File: config.mk
export PLATFORM = sky130hd
export DESIGN_NAME = operand_fetch
export DESIGN_NICKNAME = d
export VERILOG_FILES = /design/src/rtl/cpu_pkg.sv /design/src/rtl/operand_fetch_regfile.sv /design/src/rtl/operand_fetch.sv
export SDC_FILE = /design/constraint.sdc
export NUM_CORES = 1
export LEC_CHECK = 0
export CORE_MARGIN = 3
export CORE_UTILIZATION = 55
export DETAILED_ROUTE_END_ITERATION = 7
export MAX_ROUTING_LAYER = met4
export PLACE_DENSITY = 0.8
export SLEW_MARGIN = 20
export SYNTH_ARGS = -nofsm -noshare
export SYNTH_HDL_FRONTEND = slang
export SYNTH_SLANG_ARGS = --single-unit
File: constraint.sdc
create_clock -name clk -period 18.4 [get_ports clk]
set_clock_uncertainty 0.2 [all_clocks]
set_input_delay 3.68 -clock clk [delete_from_list [all_inputs] [get_ports clk]]
set_output_delay 3.68 -clock clk [all_outputs]
set_load 0.05 [all_outputs]
File: src/rtl/cpu_pkg.sv
// Shared CPU constants: default datapath sizes and ALU function codes.
// Consumed by operand_fetch and its register file.
package cpu_pkg;

  localparam int CPU_DATA_W = 24;
  localparam int CPU_REG_AW = 4;

  // FN_LOGIC covers 00xx and FN_SHIFT covers 111x; the low bits select
  // the variant inside the ALU.
  localparam logic [3:0] FN_LOGIC = 4'b0000;
  localparam logic [3:0] FN_ADD   = 4'b0100;
  localparam logic [3:0] FN_SUB   = 4'b0101;
  localparam logic [3:0] FN_MUL   = 4'b0110;
  localparam logic [3:0] FN_SLT   = 4'b0111;
  localparam logic [3:0] FN_SHIFT = 4'b1110;

  function automatic logic is_shift(input logic [3:0] f);
    return f[3:1] == 3'b111;
  endfunction

endpackage

File: src/rtl/operand_fetch_regfile.sv
// Register file: two async read ports, one sync write port.
// Entry 0 is never written, so it reads 0 from reset onward.
module regfile
  import cpu_pkg::*;
#(
  parameter int DATA_W = CPU_DATA_W,
  parameter int REG_AW = CPU_REG_AW
) (
  input  logic              clk,
  input  logic              rst,
  input  logic [REG_AW-1:0] ra1,
  input  logic [REG_AW-1:0] ra2,
  output logic [DATA_W-1:0] rd1,
  output logic [DATA_W-1:0] rd2,
  input  logic              we,
  input  logic [REG_AW-1:0] wa,
  input  logic [DATA_W-1:0] wd
);

  localparam int NREG = 1 << REG_AW;

  logic [DATA_W-1:0] mem [NREG];

  // Storage update: cleared by reset, r0 writes dropped.
  always_ff @(posedge clk or posedge rst) begin
    if (rst) begin
      for (int i = 0; i < NREG; i++) mem[i] <= '0;
    end else if (we && (wa != '0)) begin
      mem[wa] <= wd;
    end
  end

  assign rd1 = mem[ra1];
  assign rd2 = mem[ra2];

endmodule

File: src/rtl/operand_fetch.sv
// Operand fetch stage: reads sources, registers ALU operands and tags.
// OPERAND_FETCH_BYPASS_EN enables writeback forwarding and held refresh.
module operand_fetch
  import cpu_pkg::*;
#(
  parameter int DATA_W = CPU_DATA_W,
  parameter int REG_AW = CPU_REG_AW
) (
  input  logic              clk,
  input  logic              rst,
  input  logic              in_valid,
  output logic              in_ready,
  input  logic [REG_AW-1:0] rs1,
  input  logic [REG_AW-1:0] rs2,
  input  logic [REG_AW-1:0] rd,
  input  logic [3:0]        funct,
  input  logic [DATA_W-1:0] imm,
  input  logic              use_imm,
  input  logic              wb_en,
  input  logic [REG_AW-1:0] wb_addr,
  input  logic [DATA_W-1:0] wb_data,
  output logic              out_valid,
  input  logic              out_ready,
  output logic [DATA_W-1:0] a,
  output logic [DATA_W-1:0] b,
  output logic [3:0]        out_funct,
  output logic [REG_AW-1:0] out_rd
);

  logic [DATA_W-1:0] rf1;
  logic [DATA_W-1:0] rf2;
  logic [DATA_W-1:0] opa;
  logic [DATA_W-1:0] opb;
  logic              take;
  logic              wb_live;

  regfile #(.DATA_W(DATA_W), .REG_AW(REG_AW)) u_rf (
    .clk (clk),
    .rst (rst),
    .ra1 (rs1),
    .ra2 (rs2),
    .rd1 (rf1),
    .rd2 (rf2),
    .we  (wb_en),
    .wa  (wb_addr),
    .wd  (wb_data)
  );

  assign in_ready = !out_valid || out_ready;
  assign take     = in_valid && in_ready;
  assign wb_live  = wb_en && (wb_addr != '0);

`ifdef OPERAND_FETCH_BYPASS_EN
  logic [REG_AW-1:0] held_rs1;
  logic [REG_AW-1:0] held_rs2;
  logic              held_imm;
  logic              stall;

  assign stall = out_valid && !out_ready;

  // Operand select: forward a writeback landing this cycle.
  always_comb begin
    opa = rf1;
    opb = rf2;
    if (wb_live && (wb_addr == rs1)) opa = wb_data;
    if (wb_live && (wb_addr == rs2)) opb = wb_data;
    if (use_imm) opb = imm;
  end

  // Held source tags so a stalled instruction sees later writebacks.
  always_ff @(posedge clk or posedge rst) begin
    if (rst) begin
      held_rs1 <= '0;
      held_rs2 <= '0;
      held_imm <= 1'b0;
    end else if (take) begin
      held_rs1 <= rs1;
      held_rs2 <= rs2;
      held_imm <= use_imm;
    end
  end
`else
  // Operand select: plain register read, pre-write value on conflict.
  always_comb begin
    opa = rf1;
    opb = use_imm ? imm : rf2;
  end
`endif

  // Output register: capture, drain, or (with bypass) refresh on stall.
  always_ff @(posedge clk or posedge rst) begin
    if (rst) begin
      out_valid <= 1'b0;
      a         <= '0;
      b         <= '0;
      out_funct <= '0;
      out_rd    <= '0;
    end else if (take) begin
      out_valid <= 1'b1;
      a         <= opa;
      b         <= opb;
      out_funct <= funct;
      out_rd    <= rd;
    end else if (out_ready) begin
      out_valid <= 1'b0;
`ifdef OPERAND_FETCH_BYPASS_EN
    end else if (stall && wb_live) begin
      if (wb_addr == held_rs1) a <= wb_data;
      if (!held_imm && (wb_addr == held_rs2)) b <= wb_data;
`endif
    end
  end

endmodule
# Yosys cells after proc, flatten, opt, wreduce, memory -nomap -nowiden
# Cells that the tools add are included.
classes:
  order_cmp: 4
  n_bitwise: 3
  mux: 12
  n_reduce_logical: 7
op_table:
  columns: ["operator", "n"]
  rows:
  - ["384-bit bitwise mux", 1]
  - ["24-bit binary-select mux with 4-bit select", 2]
  - ["24-bit two-way mux", 6]
  - ["24-bit demux with 4-bit select", 1]
  - ["5-bit greater-or-equal comparator, second input constant", 3]
  - ["4-bit NOT with 5-bit output", 3]
  - ["5-bit by 1-bit < comparator with 1-bit output, second input constant", 1]
  - ["4-bit nonzero test", 1]
  - ["1-bit logical AND", 3]
  - ["1-bit two-way mux", 2]
  - ["2-bit nonzero test", 1]
  - ["1-bit zero test", 1]
  - ["1-bit logical OR", 1]
word_totals:
  wordCells: 47
  reg_bits: 441

# Depth between registers and ports, before layout
# Gate-level depths: netlist (run 1).
depth:
  ltp_word: 6
  ltp_mapped: 7
  mapped_depth_nobuf: 4

# Cells and area by module
# Synthesis (run 1) repeated with hierarchy kept, for this count alone.
hier_totals:
  cells_unflattened: 1444
  area_unflattened_um2: 22317.7
modules_own_cells:
  columns: ["module", "seq_area_each_um2", "area_each_um2", "cells_each", "instances"]
  rows:
  - ["regfile", 9609.2, 19764.0, 1261, 1]
  - ["operand_fetch", 1426.4, 2553.7, 183, 1]

# Least setup slack after synthesis (run 1)
# No wires, ideal clock.
synth_path:
  kind: "input to output"
  from: "input out_ready"
  to: "output in_ready"
  n_path_buf: 1
  path_stages: 2
  slack_ns: 10.447
  arrival_ns: 4.073
  path_cell_list: "nand2b_1 > buf_2"
synth_via:
  elab_chain_len: 1
synth_rtl:
  columns: ["element", "line", "text"]
  rows:
  - ["start: declaration", "operand_fetch.sv:23", "input logic out_ready,"]
  - ["1-bit logical OR", "operand_fetch.sv:49", "assign in_ready = !out_valid || out_ready;"]
  - ["end: declaration", "operand_fetch.sv:12", "output logic in_ready,"]
# Every way passes these cells.

# Worst setup path after layout (run 1)
# Ends and elaborated chain as after synthesis.

==> impl_results.md, run 1 <==
- DP Cell Count: 2036
- R2r startpoint: out_valid
- Sequential share of the synthesized area: 0.493
- Post-synth EDFFs: 0
- Clk Latency, worst-skew pair: 0.55 ns
- WP data required: 14.52 ns
- Placed Area: 0.0239 mm2
- Num CTS Buffers: 46
- Worst slew margin: 0.180
- H-tree levels: 2
- Io pins: 132
- Leak: 10.8 nW
- Max-slew violations: 0
- CTS tree: yes
- Syn Inst Count: 1522
- Starting DRT DRC Count: 1284
- Netlist cell types: 37
- Post-DP HPWL: 33500 um
- Remaining DRCs: 0
- Gr usage total: 0.290
- Final Instance Area: 0.0255 mm2
- Critical Path Most Common Cell: clkdlybuf4s50_1
- Die Wd: 208 um
- Top cells by area, synth: dfrtp_1 49%, mux4_2 17%, mux2_2 15%
- Root buffer cell: clkbuf_16
- Fmax: 109 MHz
- Rows: 73
- Status: completed
- Final hold vios: 0
- Async S/R FF share, synth: 1.00
- Prevailing post-synth register cell: dfrtp_1
- Max IR drop VDD: 74.7 uV
- FF+latch count, synth: 441
- CTS Buffer Depth: 3
- Initial Util: 0.559
- Layout cell share with drive strength beyond 1: 0.366
- Setup TNS: 0 ns
- Die Y: 208 um
- Fin Hold WS: 0.198 ns
- Vias in the first global route: 15300
- # nets final: 1635
- Setup violations, final: 0
- Via Count: 14257
- Wire length per cell: 28.7 um
- WS Path Type: input pin to output port
- Met1 usage: 0.381
- RSZ-0062 raised after global routing: false
- Final period util: 0.500
- Die area: 0.0431 mm2
- Slowest-stage cell, CP: clkdlybuf4s50_1
- Sink Count: 441
- Grt met3 use: 0.0591
- Layout Cells excl Fill: 2122
- Mapped cell area: 0.0224 mm2
- GRT busiest layer: met2
- Crit end category: output port
- Cts repair resizes: 0
- Worst hold start: u_rf.mem[381]
- Synthesis-to-layout area growth: 13.8%
- MaxCap Viol Count: 0
- Crit path arrival time: 5.33 ns
- Initial antenna violation count: 1
- Synthesized area per cell: 14.7 um2
- Remaining antenna violation count after routing: 0
- Power per Cell Area: 118 mW/mm2
- Post CTS Setup Buffer Count: 0
- Critical Path, Cell by Cell: clkdlybuf4s50_1 -> nand2b_1 -> clkdlybuf4s50_1
- Largest net degree at the start of global routing: 189
- CP Launch Point: out_ready
- Total Wirelength: 60900 um
- Global-route wire length before repair: 93100 um
- Crit path launch type: input pin
- Clock transition at path regs: 0.06 ns
- Delay-heaviest family, CP: buffers and inverters
- Slowest stage delay, CP: 0.88 ns
- Leading area contributor after synthesis: dfrtp_1
- Worst Path Buf+Inv: 2
- Worst hold-check path type: flip-flop to flip-flop
- Post-synth top area share: 0.493
- Vias per inst: 6.72
- Routability congestion estimate: 0.812
- Met2 Use GR: 0.456
- Hold Buf Count CTS: 0
- Worst Path Max Fanout: 10
- Period minus WS final: 9.21 ns
- DR pass1 iterations: 5
- Core ar.: 0.0400 mm2
- I/O Buffers: 131
- Syn_nets: 1596
- Global route overflow: 0
- Least-Margin Pin Slew: 1.23 ns
- Yosys warns: 0
sequential cells by signal, indices dropped and copies added (netlist names):
name	cells
u_rf.mem	384
out_valid	1
b	24
out_rd	4
out_funct	4
a	24
logic make-up after synthesis:
logic type	share of synthesized area
muxes	0.403
DFF	0.493
buffers and inverters	0.0367
and+or+nand+nor	0.0363
AOI/OAI and AO/OA	0.0308
placed cells by master, fill, tap and decap left out, drive strengths merged, types with 2 or more instances in the layout:
| cell | synthesis | layout |
|---|---|---|
| clkdlybuf4s50 | 0 | 125 |
| o211ai | 24 | 24 |
| bufinv | 0 | 2 |
| nand3 | 29 | 29 |
| o22ai | 10 | 10 |
| and3 | 2 | 2 |
| nor2b | 4 | 4 |
| nor3 | 2 | 2 |
| a21o | 9 | 9 |
| a2bb2oi | 12 | 12 |
| clkinv | 1 | 5 |
| a211o | 2 | 2 |
| mux2i | 92 | 92 |
| or3 | 3 | 3 |
| a22oi | 23 | 23 |
| mux2 | 385 | 385 |
| nand3b | 2 | 2 |
| nand2 | 77 | 77 |
| dfrtp | 441 | 441 |
| mux4 | 167 | 167 |
| o21ai | 12 | 12 |
| clkbuf | 82 | 75 |
| buf | 87 | 35 |
| and2 | 3 | 3 |
| nand2b | 8 | 8 |
| nand4 | 24 | 24 |
| nor2 | 12 | 12 |
| inv | 2 | 3 |
Yosys cell counts (4+ instances only):
cell type / number
mux2_2: 295
mux2_1: 90
o21ai_1: 12
o211ai_1: 24
mux2i_1: 92
nand4_1: 24
buf_6: 7
o22ai_1: 10
nand2b_1: 8
nor2b_1: 4
nor2_1: 12
a2bb2oi_1: 12
mux4_2: 167
buf_4: 12
nand3_1: 29
nand2_1: 77
clkbuf_1: 82
buf_2: 63
buf_1: 5
a22oi_1: 23
a21o_1: 9
dfrtp_1: 441
metal layers:
layer / vias up / wire length [um] / share of wire
met3: 147 / 4610 / 0.076
met1: 7609 / 24400 / 0.40
met5: - / 0 / 0
met4: 0 / 2040 / 0.034
met2: 662 / 29800 / 0.49
li1: 5839 / - / -
metrics by stage:
stage | setup WS [ns] | util | power [mW]
2_1_floorplan | 2.23 | - | 1.84
3_3_place_gp | 9.20 | 0.596 | 2.02
3_5_place_dp | 9.21 | 0.596 | 2.06
4_1_cts | 9.21 | 0.635 | 3.01
5_1_grt | 9.15 | 0.637 | 3.12
6_report | 9.19 | 0.637 | 3.00
where the power goes:
group | total (mW) | internal, mW | switching (mW)
Combinational | 0.704 | 0.386 | 0.318
Sequential | 1.35 | 1.18 | 0.165
Clock | 0.952 | 0.566 | 0.386
worst paths after layout:
| check | cells past startpoint | slack [ns] | endpoint |
|---|---|---|---|
| hold reg to reg | 0 | 0.20 | u_rf.mem[381] |
| max in group asynchronous | 4 | 12.45 | u_rf.mem[203] |
| setup / recovery | 3 | 9.19 | in_ready |
| min in group asynchronous | 2 | 3.44 | out_rd[1] |
| hold / removal | 0 | 0.20 | u_rf.mem[381] |
| setup reg to reg | 4 | 15.85 | a[0] |
area by class of cell:
cell class / count / area [um2]
fillers: 2855 / 14500
flip-flops and latches: 441 / 11000
multi-input cells: 909 / 10600
repair buffers: 160 / 1580
clock buffers: 75 / 1450
well taps: 525 / 657
clock inverters: 8 / 96.3
inverters: 3 / 18.8
diodes: 1 / 2.50
Power figures use the tool's default switching activity.
==> inputs of run 2 (changes only) <==
- CORE_UTILIZATION: 55 -> 54
- PLACE_DENSITY: 0.8 -> 0.81
- clock period: 18.4 -> 8.3 ns (I/O delays scaled with it)
==> impl_results.md, run 2 (synthesized netlist as in run 1, its figures left out) <==
- Setup TNS: 0 ns (unchanged)
- Final period util: 0.624
- CTS tree: yes (unchanged)
- Power per Cell Area: 262 mW/mm2 (was 118 mW/mm2)
- Multi-input gate area in the final layout: 0.0106 mm2 (unchanged)
- Crit end category: output port (unchanged)
- Starting DRT DRC Count: 1123 (was 1284)
- Reg with most FFs: u_rf.mem (unchanged)
- Initial Util: 0.554 (was 0.559)
- Setup violations, final: 0 (unchanged)
- Leak: 10.8 nW (about the same)
- Cts repair resizes: 0 (unchanged)
- Period minus WS final: 5.18 ns
- Fmax: 193 MHz
- Vias in the first global route: 15245 (was 15300)
- Global route overflow: 0 (unchanged)
- Layout cell share with drive strength beyond 1: 0.371 (was 0.366)
- MaxCap Viol Count: 0 (unchanged)
- Total power: 6.73 mW (was 3.00 mW)
- Most frequent cells in the layout: 441 x dfrtp_1, 295 x mux2_2, 167 x mux4_2, 125 x clkdlybuf4s50_1, 92 x mux2i_1 (unchanged)
- Clock transition at path regs: 0.06 ns (about the same)
- Synthesis-to-layout area growth: 14.6% (was 13.8%)
- Max reg flops: 384 (unchanged)
- Num CTS Buffers: 47 (was 46)
- Largest regs: u_rf.mem (384), a (24), b (24) (unchanged)
- Gr usage total: 0.284 (was 0.290)
- Worst Path Max Fanout: 10 (unchanged)
- Die Y: 210 um (was 208 um)
- Io pins: 132 (unchanged)
- Post CTS Setup Buffer Count: 0 (unchanged)
- R2r startpoint: out_valid (unchanged)
- RSZ-0062 raised after global routing: false (unchanged)
- # nets final: 1638 (was 1635)
- Wire length per cell: 28.6 um (was 28.7 um)
- WP data required: 6.44 ns (was 14.52 ns)
- Crit path launch type: input pin (unchanged)
- Worst hold-check path type: flip-flop to flip-flop (unchanged)
- CP Launch Point: out_ready (unchanged)
- Remaining antenna violation count after routing: 0 (unchanged)
- WS Path Type: input pin to output port (unchanged)
- Post-DP HPWL: 34000 um (was 33500 um)
- Die area: 0.0439 mm2 (was 0.0431 mm2)
- Least-Margin Pin Slew: 1.18 ns (was 1.23 ns)
- Ant. Diodes: 0 (was 1)
- Remaining DRCs: 0 (unchanged)
- Die Wd: 210 um (was 208 um)
- Clk Latency, worst-skew pair: 0.55 ns (about the same)
- Max IR drop VDD: 156 uV (was 74.7 uV)
- R2R depth: 4 (unchanged)
- Layout filler cell count: 2881 (was 2855)
- Total Wirelength: 60800 um (was 60900 um)
- Rows: 73 (unchanged)
- CTS Buffer Depth: 3 (unchanged)
- I/O Buffers: 131 (unchanged)
- Root buffer cell: clkbuf_16 (unchanged)
- Crit Reg-Reg Endpoint: a[0] (unchanged)
- Layout Cells excl Fill: 2125 (was 2122)
- Sink Count: 441 (unchanged)
- Core ar.: 0.0404 mm2 (was 0.0400 mm2)
- Reg area: 0.0110 mm2 (unchanged)
- Worst slew margin: 0.214 (was 0.180)
- Via Count: 14331 (was 14257)
- Hold Buf Count CTS: 0 (unchanged)
- Global-route wire length before repair: 92400 um (was 93100 um)
- CP endpoint: in_ready (unchanged)
- DP Cell Count: 2033 (was 2036)
- Worst R2R Setup Slack: 5.79 ns (was 15.85 ns)
- Largest net degree at the start of global routing: 197 (was 189)
- Vias per inst: 6.74 (was 6.72)
- Most common cell after layout, fill and taps aside: dfrtp_1 (unchanged)
- Initial antenna violation count: 0 (was 1)
- DR pass1 iterations: 8 (was 5)
- Final hold vios: 0 (unchanged)
- H-tree levels: 2 (unchanged)
- Routability congestion estimate: 0.805 (was 0.812)
- Crit path arrival time: 3.32 ns (was 5.33 ns)
- Status: completed (unchanged)
- Max-slew violations: 0 (unchanged)
==> run 2: through the flow <==
step	hold WS, ns	utilization	worst slack [ns]	area (um2)
detailed placement	0.182	0.591	3.12	23900
CTS	0.197	0.631	3.12	25500
finish	0.200	0.635	3.12	25600
floorplan	0.241	-	0.481	22400
global placement	0.176	0.590	3.13	23800
global route	0.205	0.635	3.08	25600
==> run 2: per-layer routing <==
layer	GRT usage	share of wire	vias up	routed length, um
met4	0.0961	0.031	0	1910
met2	0.440	0.49	694	29800
met3	0.0628	0.080	159	4860
li1	-	-	5851	-
met1	0.378	0.40	7627	24300
met5	-	0	-	0
==> run 2: cell type report <==
class / count / area share
Sequential cell: 441 / 0.430
Inverter: 3 / 0.000586
Clock buffer: 72 / 0.0571
Multi-Input combinational cell: 909 / 0.414
Clock inverter: 13 / 0.00566
Tap cell: 525 / 0.0256
Timing Repair Buffer: 162 / 0.0661
==> run 2: worst max-delay path, stage by stage <==
cell             delay [ns]
clkdlybuf4s50_1        0.45
nand2b_1               0.33
clkdlybuf4s50_1        0.88
==> run 2: power by group <==
part | total [mW] | switching [mW] | internal [mW]
clock | 2.17 | 0.863 | 1.30
combinational | 1.56 | 0.705 | 0.859
sequential | 3.00 | 0.374 | 2.62
total | 6.73 | 1.94 | 4.78
==> run 2: how the worst min path moves through the flow <==
stage	from	to	slack, ns	cells past startpoint
floorplan	u_rf.mem[360]	u_rf.mem[360]	0.24	1
global placement	u_rf.mem[368]	u_rf.mem[368]	0.18	0
detailed placement	u_rf.mem[373]	u_rf.mem[373]	0.18	0
CTS	u_rf.mem[372]	u_rf.mem[372]	0.20	0
global route	u_rf.mem[383]	u_rf.mem[383]	0.21	0
finish	u_rf.mem[363]	u_rf.mem[363]	0.20	0
==> inputs of run 3 (changes only) <==
- clock period: 8.3 -> 4.39 ns (I/O delays scaled with it)
==> impl_results.md, run 3 (synthesized netlist as in run 1, its figures left out) <==
- Crit path launch type: input pin (unchanged)
- Layout cell share with drive strength beyond 1: 0.378 (was 0.371)
- Final hold vios: 0 (unchanged)
- Post-DP HPWL: 36000 um (was 34000 um)
- MaxCap Viol Count: 0 (unchanged)
- Via Count: 14527 (was 14331)
- Slowest stage delay, CP: 0.88 ns (about the same)
- Die area: 0.0439 mm2 (unchanged)
- Hold Buf Count CTS: 0 (unchanged)
- Period minus WS final: 3.60 ns
- Vias in the first global route: 15609 (was 15245)
- Remaining DRCs: 0 (unchanged)
- Status: completed (unchanged)
- Sw Share: 0.287 (was 0.289)
- Worst Path Buf+Inv: 2 (unchanged)
- Net Sw Power: 3.66 mW (was 1.94 mW)
- Core Util, Final: 0.638 (was 0.635)
- Final Instance Area: 0.0257 mm2 (was 0.0256 mm2)
- CTS Buffer Depth: 3 (unchanged)
- Critical Path, Cell by Cell: clkdlybuf4s50_1 -> nand2b_1 -> clkdlybuf4s50_1 (unchanged)
- Io pins: 132 (unchanged)
- Sequential power share: 0.445 (about the same)
- Worst slew margin: 0.329 (was 0.214)
- Largest regs: u_rf.mem (384), a (24), b (24) (unchanged)
- Crit end category: output port (unchanged)
- Gr usage total: 0.289 (was 0.284)
- Logic pwr share: 0.233 (about the same)
- Starting DRT DRC Count: 1416 (was 1123)
- Rows: 73 (unchanged)
- Num CTS Buffers: 46 (was 47)
- Die Wd: 210 um (unchanged)
- Max reg flops: 384 (unchanged)
- WS Path Type: input pin to output port (unchanged)
- Most common cell after layout, fill and taps aside: dfrtp_1 (unchanged)
- Pint: 9.08 mW (was 4.78 mW)
- Fmax: 278 MHz
- Setup violations, final: 0 (unchanged)
- WP data required: 3.31 ns (was 6.44 ns)
- Delay-heaviest family, CP: buffers and inverters (unchanged)
- Sink Count: 441 (unchanged)
- Max-slew violations: 0 (unchanged)
- Initial Util: 0.554 (unchanged)
- Initial antenna violation count: 1 (was 0)
- Total Wirelength: 61200 um (was 60800 um)
- Remaining antenna violation count after routing: 0 (unchanged)
- Post CTS Setup Buffer Count: 0 (unchanged)
- Global route overflow: 0 (unchanged)
- Final period util: 0.820
- Vias per inst: 6.79 (was 6.74)
- Layout filler cell count: 2856 (was 2881)
- Slowest-stage cell, CP: clkdlybuf4s50_1 (unchanged)
- Worst R2R Setup Slack: 2.01 ns (was 5.79 ns)
- Clk pwr share: 0.322 (about the same)
- Routability congestion estimate: 0.826 (was 0.805)
- Clk Latency, worst-skew pair: 0.57 ns (was 0.55 ns)
- H-tree levels: 2 (unchanged)
- Largest net degree at the start of global routing: 114 (was 197)
- Root buffer cell: clkbuf_16 (unchanged)
- Wire length per cell: 28.6 um (about the same)
- Reg with most FFs: u_rf.mem (unchanged)
- Max IR drop VDD: 293 uV (was 156 uV)
- DR pass1 iterations: 5 (was 8)
- # nets final: 1659 (was 1638)
- Synthesis-to-layout area growth: 15.0% (was 14.6%)
- Placed Area: 0.0242 mm2 (was 0.0239 mm2)
- Leak: 10.9 nW (was 10.8 nW)
- Least-Margin Pin Slew: 1.00 ns (was 1.18 ns)
- I/O Buffers: 131 (unchanged)
- Crit path arrival time: 2.52 ns (was 3.32 ns)
- Cts repair resizes: 0 (unchanged)
- Most frequent cells in the layout: 441 x dfrtp_1, 295 x mux2_2, 167 x mux4_2, 125 x clkdlybuf4s50_1, 92 x mux2i_1 (unchanged)
- RSZ-0062 raised after global routing: false (unchanged)
- CTS tree: yes (unchanged)
- Clock transition at path regs: 0.06 ns (about the same)
- Worst hold-check path type: flip-flop to flip-flop (unchanged)
- Die Y: 210 um (unchanged)
- Core ar.: 0.0404 mm2 (unchanged)
- Power per Cell Area: 495 mW/mm2 (was 262 mW/mm2)
- Critical Path Most Common Cell: clkdlybuf4s50_1 (unchanged)
- Worst Path Max Fanout: 10 (unchanged)
- Global-route wire length before repair: 94200 um (was 92400 um)
run 3: changes by cell type in the layout (fill, tap and decap cells not counted), moves of 2 or more:
cell,change
buf_16,-6
bufinv_16,+4
clkbuf_16,-2
buf_12,+8
buf_4,+21
clkbuf_1,-3
clkbuf_8,-7
run 3: layout make-up:
| class | count | area [um2] | share of cell area |
|---|---|---|---|
| Clock inverter | 18 | 272 | 0.0105 |
| Sequential cell | 441 | 11000 | 0.429 |
| Clock buffer | 60 | 1310 | 0.0507 |
| Multi-Input combinational cell | 909 | 10600 | 0.413 |
| Tap cell | 525 | 657 | 0.0255 |
| Timing Repair Buffer | 184 | 1830 | 0.0712 |
| Inverter | 3 | 15.0 | 0.000583 |
| Antenna cell | 1 | 2.50 | 0.0000972 |
run 3: per-stage QoR:
step | total power, mW | cells | setup TNS (ns) | hold slack [ns] | setup WS, ns
4_1_cts | 12.8 | 2140 | 0 | 0.198 | 0.793
2_1_floorplan | 7.73 | 1522 | -1167.43 | 0.241 | -2.65
5_1_grt | 13.2 | 2141 | 0 | 0.210 | 0.737
3_3_place_gp | 8.50 | 2062 | 0 | 0.177 | 0.775
3_5_place_dp | 8.65 | 2062 | 0 | 0.184 | 0.791
6_report | 12.7 | 2141 | 0 | 0.201 | 0.788
run 3: layer usage:
layer	vias up	wire, um	GRT usage
met3	184	4900	0.0547
met2	728	29700	0.450
met4	0	2580	0.113
li1	5904	-	-
met5	-	0	-
met1	7711	24100	0.380
run 3: worst paths after layout:
path | cells after the start | to | startpoint
worst max-delay path | 3 | in_ready | out_ready
worst min-delay path | 0 | u_rf.mem[363] | u_rf.mem[363]
worst max register to register | 4 | a[12] | out_valid
worst min register to register | 0 | u_rf.mem[363] | u_rf.mem[363]
max in group asynchronous | 4 | u_rf.mem[106] | rst
min in group asynchronous | 2 | a[23] | rst
run 3: power by group through the flow:
stage | Clock, mW | Sequential (mW) | Combinational (mW)
after floorplan | 0 | 5.83 | 1.89
after global placement | 0 | 5.63 | 2.87
after detailed placement | 0 | 5.69 | 2.96
after CTS | 4.16 | 5.63 | 2.99
after global routing | 4.30 | 5.76 | 3.17
final | 4.10 | 5.67 | 2.97
